File: src/rtl/rv_pkg.sv
`default_nettype none
// +-------------------------------------------------------------------+
// | rv_pkg : shared widths, NOP encoding and fetch entry type          |
// | Rev 1.0                                                            |
// +-------------------------------------------------------------------+
package rv_pkg;

  localparam int XLEN   = 32;
  localparam int INST_W = 32;
  localparam logic [INST_W-1:0] NOP_INST = 32'h0000_0013;

  typedef struct packed {
    logic [XLEN-1:0]   pc;
    logic [INST_W-1:0] inst;
  } fetch_entry_t;

endpackage
`default_nettype wire

File: src/rtl/fetch_fifo.sv
`default_nettype none
// +-------------------------------------------------------------------+
// | fetch_fifo : synchronous prefetch FIFO, flush beats push/pop       |
// | Rev 1.0                                                            |
// +-------------------------------------------------------------------+
module fetch_fifo
  import rv_pkg::*;
#(
  parameter int DEPTH = 2
) (
  input  logic         clk,
  input  logic         rst,
  input  logic         flush_i,
  input  logic         push_i,
  input  fetch_entry_t entry_i,
  input  logic         pop_i,
  output logic         full_o,
  output logic         empty_o,
  output fetch_entry_t head_o
);

  localparam int PW = (DEPTH > 1) ? $clog2(DEPTH) : 1;

  fetch_entry_t   mem_q [DEPTH];
  logic [PW-1:0]  rd_ptr_q, rd_ptr_d;
  logic [PW-1:0]  wr_ptr_q, wr_ptr_d;
  logic [PW:0]    count_q,  count_d;
  logic           do_push, do_pop;

  assign full_o  = (count_q == (PW+1)'(DEPTH));
  assign empty_o = (count_q == '0);
  assign head_o  = mem_q[rd_ptr_q];

  assign do_pop  = pop_i & ~empty_o & ~flush_i;
  assign do_push = push_i & ~flush_i & (~full_o | do_pop);

  always_comb begin
    rd_ptr_d = rd_ptr_q;
    wr_ptr_d = wr_ptr_q;
    count_d  = count_q;
    if (flush_i) begin
      rd_ptr_d = '0;
      wr_ptr_d = '0;
      count_d  = '0;
    end else begin
      if (do_push) wr_ptr_d = wr_ptr_q + PW'(1);
      if (do_pop)  rd_ptr_d = rd_ptr_q + PW'(1);
      case ({do_push, do_pop})
        2'b10:   count_d = count_q + (PW+1)'(1);
        2'b01:   count_d = count_q - (PW+1)'(1);
        default: count_d = count_q;
      endcase
    end
  end

  always_ff @(posedge clk) begin
    if (rst) begin
      rd_ptr_q <= '0;
      wr_ptr_q <= '0;
      count_q  <= '0;
    end else begin
      rd_ptr_q <= rd_ptr_d;
      wr_ptr_q <= wr_ptr_d;
      count_q  <= count_d;
    end
  end

  // Storage needs no reset: empty_o masks stale contents.
  always_ff @(posedge clk) begin
    if (!rst && do_push) mem_q[wr_ptr_q] <= entry_i;
  end

endmodule
`default_nettype wire

File: src/rtl/ifu_fetch.sv
`default_nettype none
// +-------------------------------------------------------------------+
// | ifu_fetch : PC owner, sequential fetch into prefetch FIFO, redirect|
// | Rev 1.0                                                            |
// +-------------------------------------------------------------------+
module ifu_fetch
  import rv_pkg::*;
#(
  parameter logic [31:0] RESET_PC = 32'h0000_0000,
  parameter int          DEPTH    = 2,
  parameter int          XLEN     = 32
) (
  input  logic            clk,
  input  logic            rst,
  output logic [XLEN-1:0] o_imem_addr,
  input  logic [XLEN-1:0] i_imem_data,
  input  logic            i_redirect_valid,
  input  logic [XLEN-1:0] i_redirect_pc,
  output logic            o_inst_valid,
  output logic [XLEN-1:0] o_inst,
  output logic [XLEN-1:0] o_inst_pc,
  input  logic            i_inst_ready
);

  localparam logic [XLEN-1:0] ALIGN_MASK = ~XLEN'(3);

  logic [XLEN-1:0] pc_q, pc_d;
  logic            push, pop, fifo_full, fifo_empty;
  fetch_entry_t    head, entry;

  assign o_imem_addr = pc_q & ALIGN_MASK;

  assign pop  = o_inst_valid & i_inst_ready & ~i_redirect_valid;
  assign push = ~i_redirect_valid & (~fifo_full | pop);

  assign entry.pc   = o_imem_addr;
  assign entry.inst = i_imem_data;

  always_comb begin
    pc_d = pc_q;
    if (i_redirect_valid) pc_d = i_redirect_pc & ALIGN_MASK;
    else if (push)        pc_d = o_imem_addr + XLEN'(4);
  end

  always_ff @(posedge clk) begin
    if (rst) pc_q <= RESET_PC & ALIGN_MASK;
    else     pc_q <= pc_d;
  end

  fetch_fifo #(
    .DEPTH (DEPTH)
  ) u_fifo (
    .clk     (clk),
    .rst     (rst),
    .flush_i (i_redirect_valid),
    .push_i  (push),
    .entry_i (entry),
    .pop_i   (pop),
    .full_o  (fifo_full),
    .empty_o (fifo_empty),
    .head_o  (head)
  );

  // Idle outputs read as a harmless NOP at pc 0 so decode never sees stale data.
  assign o_inst_valid = ~fifo_empty;
  assign o_inst       = o_inst_valid ? head.inst : NOP_INST;
  assign o_inst_pc    = o_inst_valid ? head.pc   : '0;

endmodule
`default_nettype wire

File: config.mk
export PLATFORM = sky130hd
export DESIGN_NAME = ifu_fetch
export DESIGN_NICKNAME = d
export VERILOG_FILES = /design/src/rtl/rv_pkg.sv /design/src/rtl/fetch_fifo.sv /design/src/rtl/ifu_fetch.sv
export SDC_FILE = /design/constraint.sdc
export NUM_CORES = 1
export LEC_CHECK = 0
export BUFFER_PORTS_ARGS = -buffer_cell sky130_fd_sc_hd__clkbuf_2
export CORE_ASPECT_RATIO = 1.4
export CORE_MARGIN = 1
export CORE_UTILIZATION = 30
export DETAILED_ROUTE_END_ITERATION = 6
export GPL_TIMING_DRIVEN = 0
export MAX_ROUTING_LAYER = met4
export PLACE_DENSITY = 0.47
export SYNTH_ARGS = -nofsm -noshare
export SYNTH_HDL_FRONTEND = slang
export SYNTH_SLANG_ARGS = --single-unit
File: constraint.sdc
create_clock -name clk -period 11.7 [get_ports clk]
set_clock_uncertainty 0.05 [all_clocks]
set_input_delay 1.755 -clock clk [delete_from_list [all_inputs] [get_ports clk]]
set_output_delay 1.755 -clock clk [all_outputs]
set_load 0.01 [all_outputs]
==> impl_metrics.json <==
{
  "worst_setup_path_end_kind": "flop",
  "grt.total_usage_pct": 16.85,
  "synth_top_flop_cell": "sky130_fd_sc_hd__edfxtp_1",
  "path_class_of_the_lowest_slack_min_delay_path": "reg -> reg",
  "core_region_area_mm2": 0.02261,
  "floorplan.die.height_um": 181.8,
  "path_class": "in -> reg",
  "leakage_nw": 3.207,
  "dp_hpwl_um": 14460,
  "finalHoldViolations": 0,
  "grt_max_degree": 17,
  "syn_inst": 565,
  "cts.root.buffer_cell": "sky130_fd_sc_hd__clkbuf_16",
  "outcome": "finished clean",
  "number_of_antenna_violations_at_the_first_check_in_global_routing": 0,
  "setup.worst_path.start": "i_redirect_valid",
  "flow.area_growth_from_synthesis_pct": 27.78,
  "tritoncts": "done",
  "start_util_pct": 30.64,
  "postcts_resize_cnt": 0,
  "die_area_mm2": 0.02371,
  "finalWeightedCongestion": 0.8701,
  "cap_viol_max_count": 0,
  "postSynthAreaPerCell_um2": 12.26,
  "detail_route.vias_per_cell": 4.900,
  "max-vdd-ir-drop_mv": 0.09746,
  "number_of_buffers_inserted_during_clock_tree_synthesis": 17,
  "timing.rr.start": "u_fifo.count_q[0]$_SDFFE_PP0P_",
  "slew_violations": 0,
  "power-per-cell-area_mw_per_mm2": 152.6,
  "drtAntennaViolNets": 0,
  "grt_remaining_overflow": 0,
  "layout.cell_area.non_filler_mm2": 0.008852,
  "cp.required_ns": 11.79,
  "cts.path.max_buffers": 2,
  "worst_skew_pair.late_latency_ns": 0.42,
  "totalWireLength_um": 19070,
  "buffer_ports.inserted": 157,
  "crit_fanout": 10,
  "via_count": 5263,
  "rows": 65,
  "layout_min_cycle_time_ns": 4.502,
  "drive_above_1_share_pct": 27.81,
  "syn_area_mm2": 0.006928,
  "clk_transition_reported_paths_ns": 0.06,
  "maximum_level_of_the_cts_h_tree": 4,
  "setup_total_negative_slack_ns": 0,
  "placed_area_mm2": 0.008249,
  "crit_path_start_kind": "input pin",
  "violation_count_after_the_first_detailed_routing_iteration": 287,
  "first_global_vias": 5258,
  "die_width_um": 130.4,
  "drcViolationCount": 0,
  "worst-slew-pin-transition_ns": 0.8638,
  "max_freq_mhz": 222.1,
  "synth_seq_cells": 159,
  "rsz0062_at_grt": "false",
  "n_antenna_cell": 0,
  "yosys.cell_types.count": 48,
  "postCtsHoldBufs": 0,
  "postLayoutCoreUtil_pct": 39.15,
  "io_pins": 165,
  "synth-warning-count": 0,
  "hold_path.startpoint": "u_fifo.count_q[1]$_SDFFE_PP0P_",
  "cts_post_setup_buffers_inserted": 0,
  "fin_crit_sh_pct": 38.48,
  "report.final.setup_viol": 0,
  "final_routed_wire_length_divided_by_cell_count_um": 17.76,
  "critPathArrivalTime_ns": 4.59,
  "slew_headroom_pct": 42.29,
  "clock_sinks": 159,
  "synth_async_sr_flop_share_pct": 0,
  "synth-edff-count": 124,
  "drt_pre_antenna_iters": 5,
  "grt_pass1_wl_um": 28770,
  "ys_seq_area_share_pct": 63.86,
  "final_net_count": 831
}
## registers in the layout, summed over array words and instances (netlist names), named ones only
signal and flops:
u_fifo.rd_ptr_q 1, u_fifo.mem_q 124, pc_q 30, u_fifo.count_q 2, u_fifo.wr_ptr_q 1
## per-stage QoR
stage	power [W]	hold slack [ns]	setup WS, ns	instances
floorplan	0.0007374	0.4634	2.013	568
global placement	0.0008019	0.4761	-2.168	1026
detailed placement	0.0008041	0.4832	6.755	1042
CTS	0.001371	0.5009	7.210	1074
global route	0.001404	0.5249	7.050	1074
finish	0.001351	0.5000	7.198	1074
## layout by cell type (no fill, tap or decap), types with 6 or more instances in the layout
cell                        netlist  routed
sky130_fd_sc_hd__dfxtp_1         35      35
sky130_fd_sc_hd__mux2i_1         63      63
sky130_fd_sc_hd__nor3b_1          7       7
sky130_fd_sc_hd__clkbuf_1        32      32
sky130_fd_sc_hd__clkbuf_2         0     157
sky130_fd_sc_hd__a21oi_1          7       7
sky130_fd_sc_hd__clkbuf_16        0      17
sky130_fd_sc_hd__nor2_1          85      85
sky130_fd_sc_hd__buf_4            4      16
sky130_fd_sc_hd__a211oi_1         9       9
sky130_fd_sc_hd__and4_1           8       8
sky130_fd_sc_hd__nor3_1          20      20
sky130_fd_sc_hd__nor4_1           9       8
sky130_fd_sc_hd__o21ai_0          7       7
sky130_fd_sc_hd__nor2b_1          7       7
sky130_fd_sc_hd__nand2_1         29      29
sky130_fd_sc_hd__nand4_1         10      10
sky130_fd_sc_hd__xnor2_1          6       6
sky130_fd_sc_hd__inv_1           13      13
sky130_fd_sc_hd__nand3_1         16      16
sky130_fd_sc_hd__o31ai_1          8       8
sky130_fd_sc_hd__edfxtp_1       124     124
sky130_fd_sc_hd__a311oi_1        10      10
## metal layers
metal	vias to the layer above	GRT usage, %	routed length, µm
met5	-	-	0
met4	0	5.793	279
met3	17	3.035	892
met2	187	29.85	10190
met1	2544	18.71	7712
li1	2515	-	-
## cell families after synthesis
group / count (synthesis) / share of synthesized area (%)
mux: 63 / 9.102
other cells: 1 / 0.05413
xor+xnor: 9 / 1.138
buf+inv: 55 / 3.341
simple gates: 211 / 14.94
fa+ha+maj: 3 / 0.5419
flops: 159 / 63.86
compound gates: 64 / 7.025
## Yosys cell counts (all sizes together), types with 2 or more instances
cell	count	area, µm²
nand2	29	108.9
o2111ai	2	17.52
a221oi	2	17.52
o21ai	7	35.03
and3	5	31.28
nor3b	7	52.55
or3	5	31.28
nor3	20	100.1
xor2	3	26.28
xnor2	6	52.55
a2111oi	7	68.81
nor4	9	56.30
nor2b	7	43.79
o31ai	8	60.06
buf	10	62.56
a211oi	9	67.56
nand4	10	62.56
nor4b	2	17.52
nand3	16	80.08
dfxtp	35	700.7
edfxtp	124	3724
inv	13	48.80
o211ai	3	22.52
a21oi	7	35.03
mux2i	63	630.6
ha	3	37.54
a31oi	3	18.77
a311oi	10	87.58
and4	8	70.07
nor2	85	319.1
or4	4	30.03
clkbuf	32	120.1
## worst max-delay path, stage by stage
cell,delay (ns)
sky130_fd_sc_hd__clkbuf_1,0.21
sky130_fd_sc_hd__clkbuf_1,0.34
sky130_fd_sc_hd__buf_1,0.35
sky130_fd_sc_hd__clkbuf_1,0.37
sky130_fd_sc_hd__nor4_2,0.73
sky130_fd_sc_hd__buf_4,0.31
sky130_fd_sc_hd__buf_6,0.16
sky130_fd_sc_hd__buf_4,0.19
sky130_fd_sc_hd__buf_6,0.15
## final timing paths
kind | endpoint | depth (start not counted) | slack (ns)
max | u_fifo.mem_q[0][14]$_DFFE_PP_ | 9 | 7.20
min | u_fifo.count_q[1]$_SDFFE_PP0P_ | 2 | 0.50
max reg2reg | u_fifo.mem_q[1][15]$_DFFE_PP_ | 10 | 8.15
min reg2reg | u_fifo.count_q[1]$_SDFFE_PP0P_ | 2 | 0.50
## power by group
group | internal (W) | leakage [nW] | switching (W)
Clock | 0.000330 | 0.291 | 0.000232
Combinational | 0.0000529 | 1.48 | 0.0000794
Sequential | 0.000636 | 1.44 | 0.0000216
Total | 0.00102 | 3.21 | 0.000333
## cell type report
cell class / instances / area (µm²)
Clock buffer: 19 / 452.9
Sequential cell: 159 / 4424
Inverter: 13 / 48.80
Buffer: 42 / 182.7
Tap cell: 301 / 376.6
Fill cell: 2315 / 13760
Clock inverter: 13 / 150.1
Multi-Input combinational cell: 354 / 2296
Timing Repair Buffer: 173 / 920.9
(Power assumes the default switching activity.)
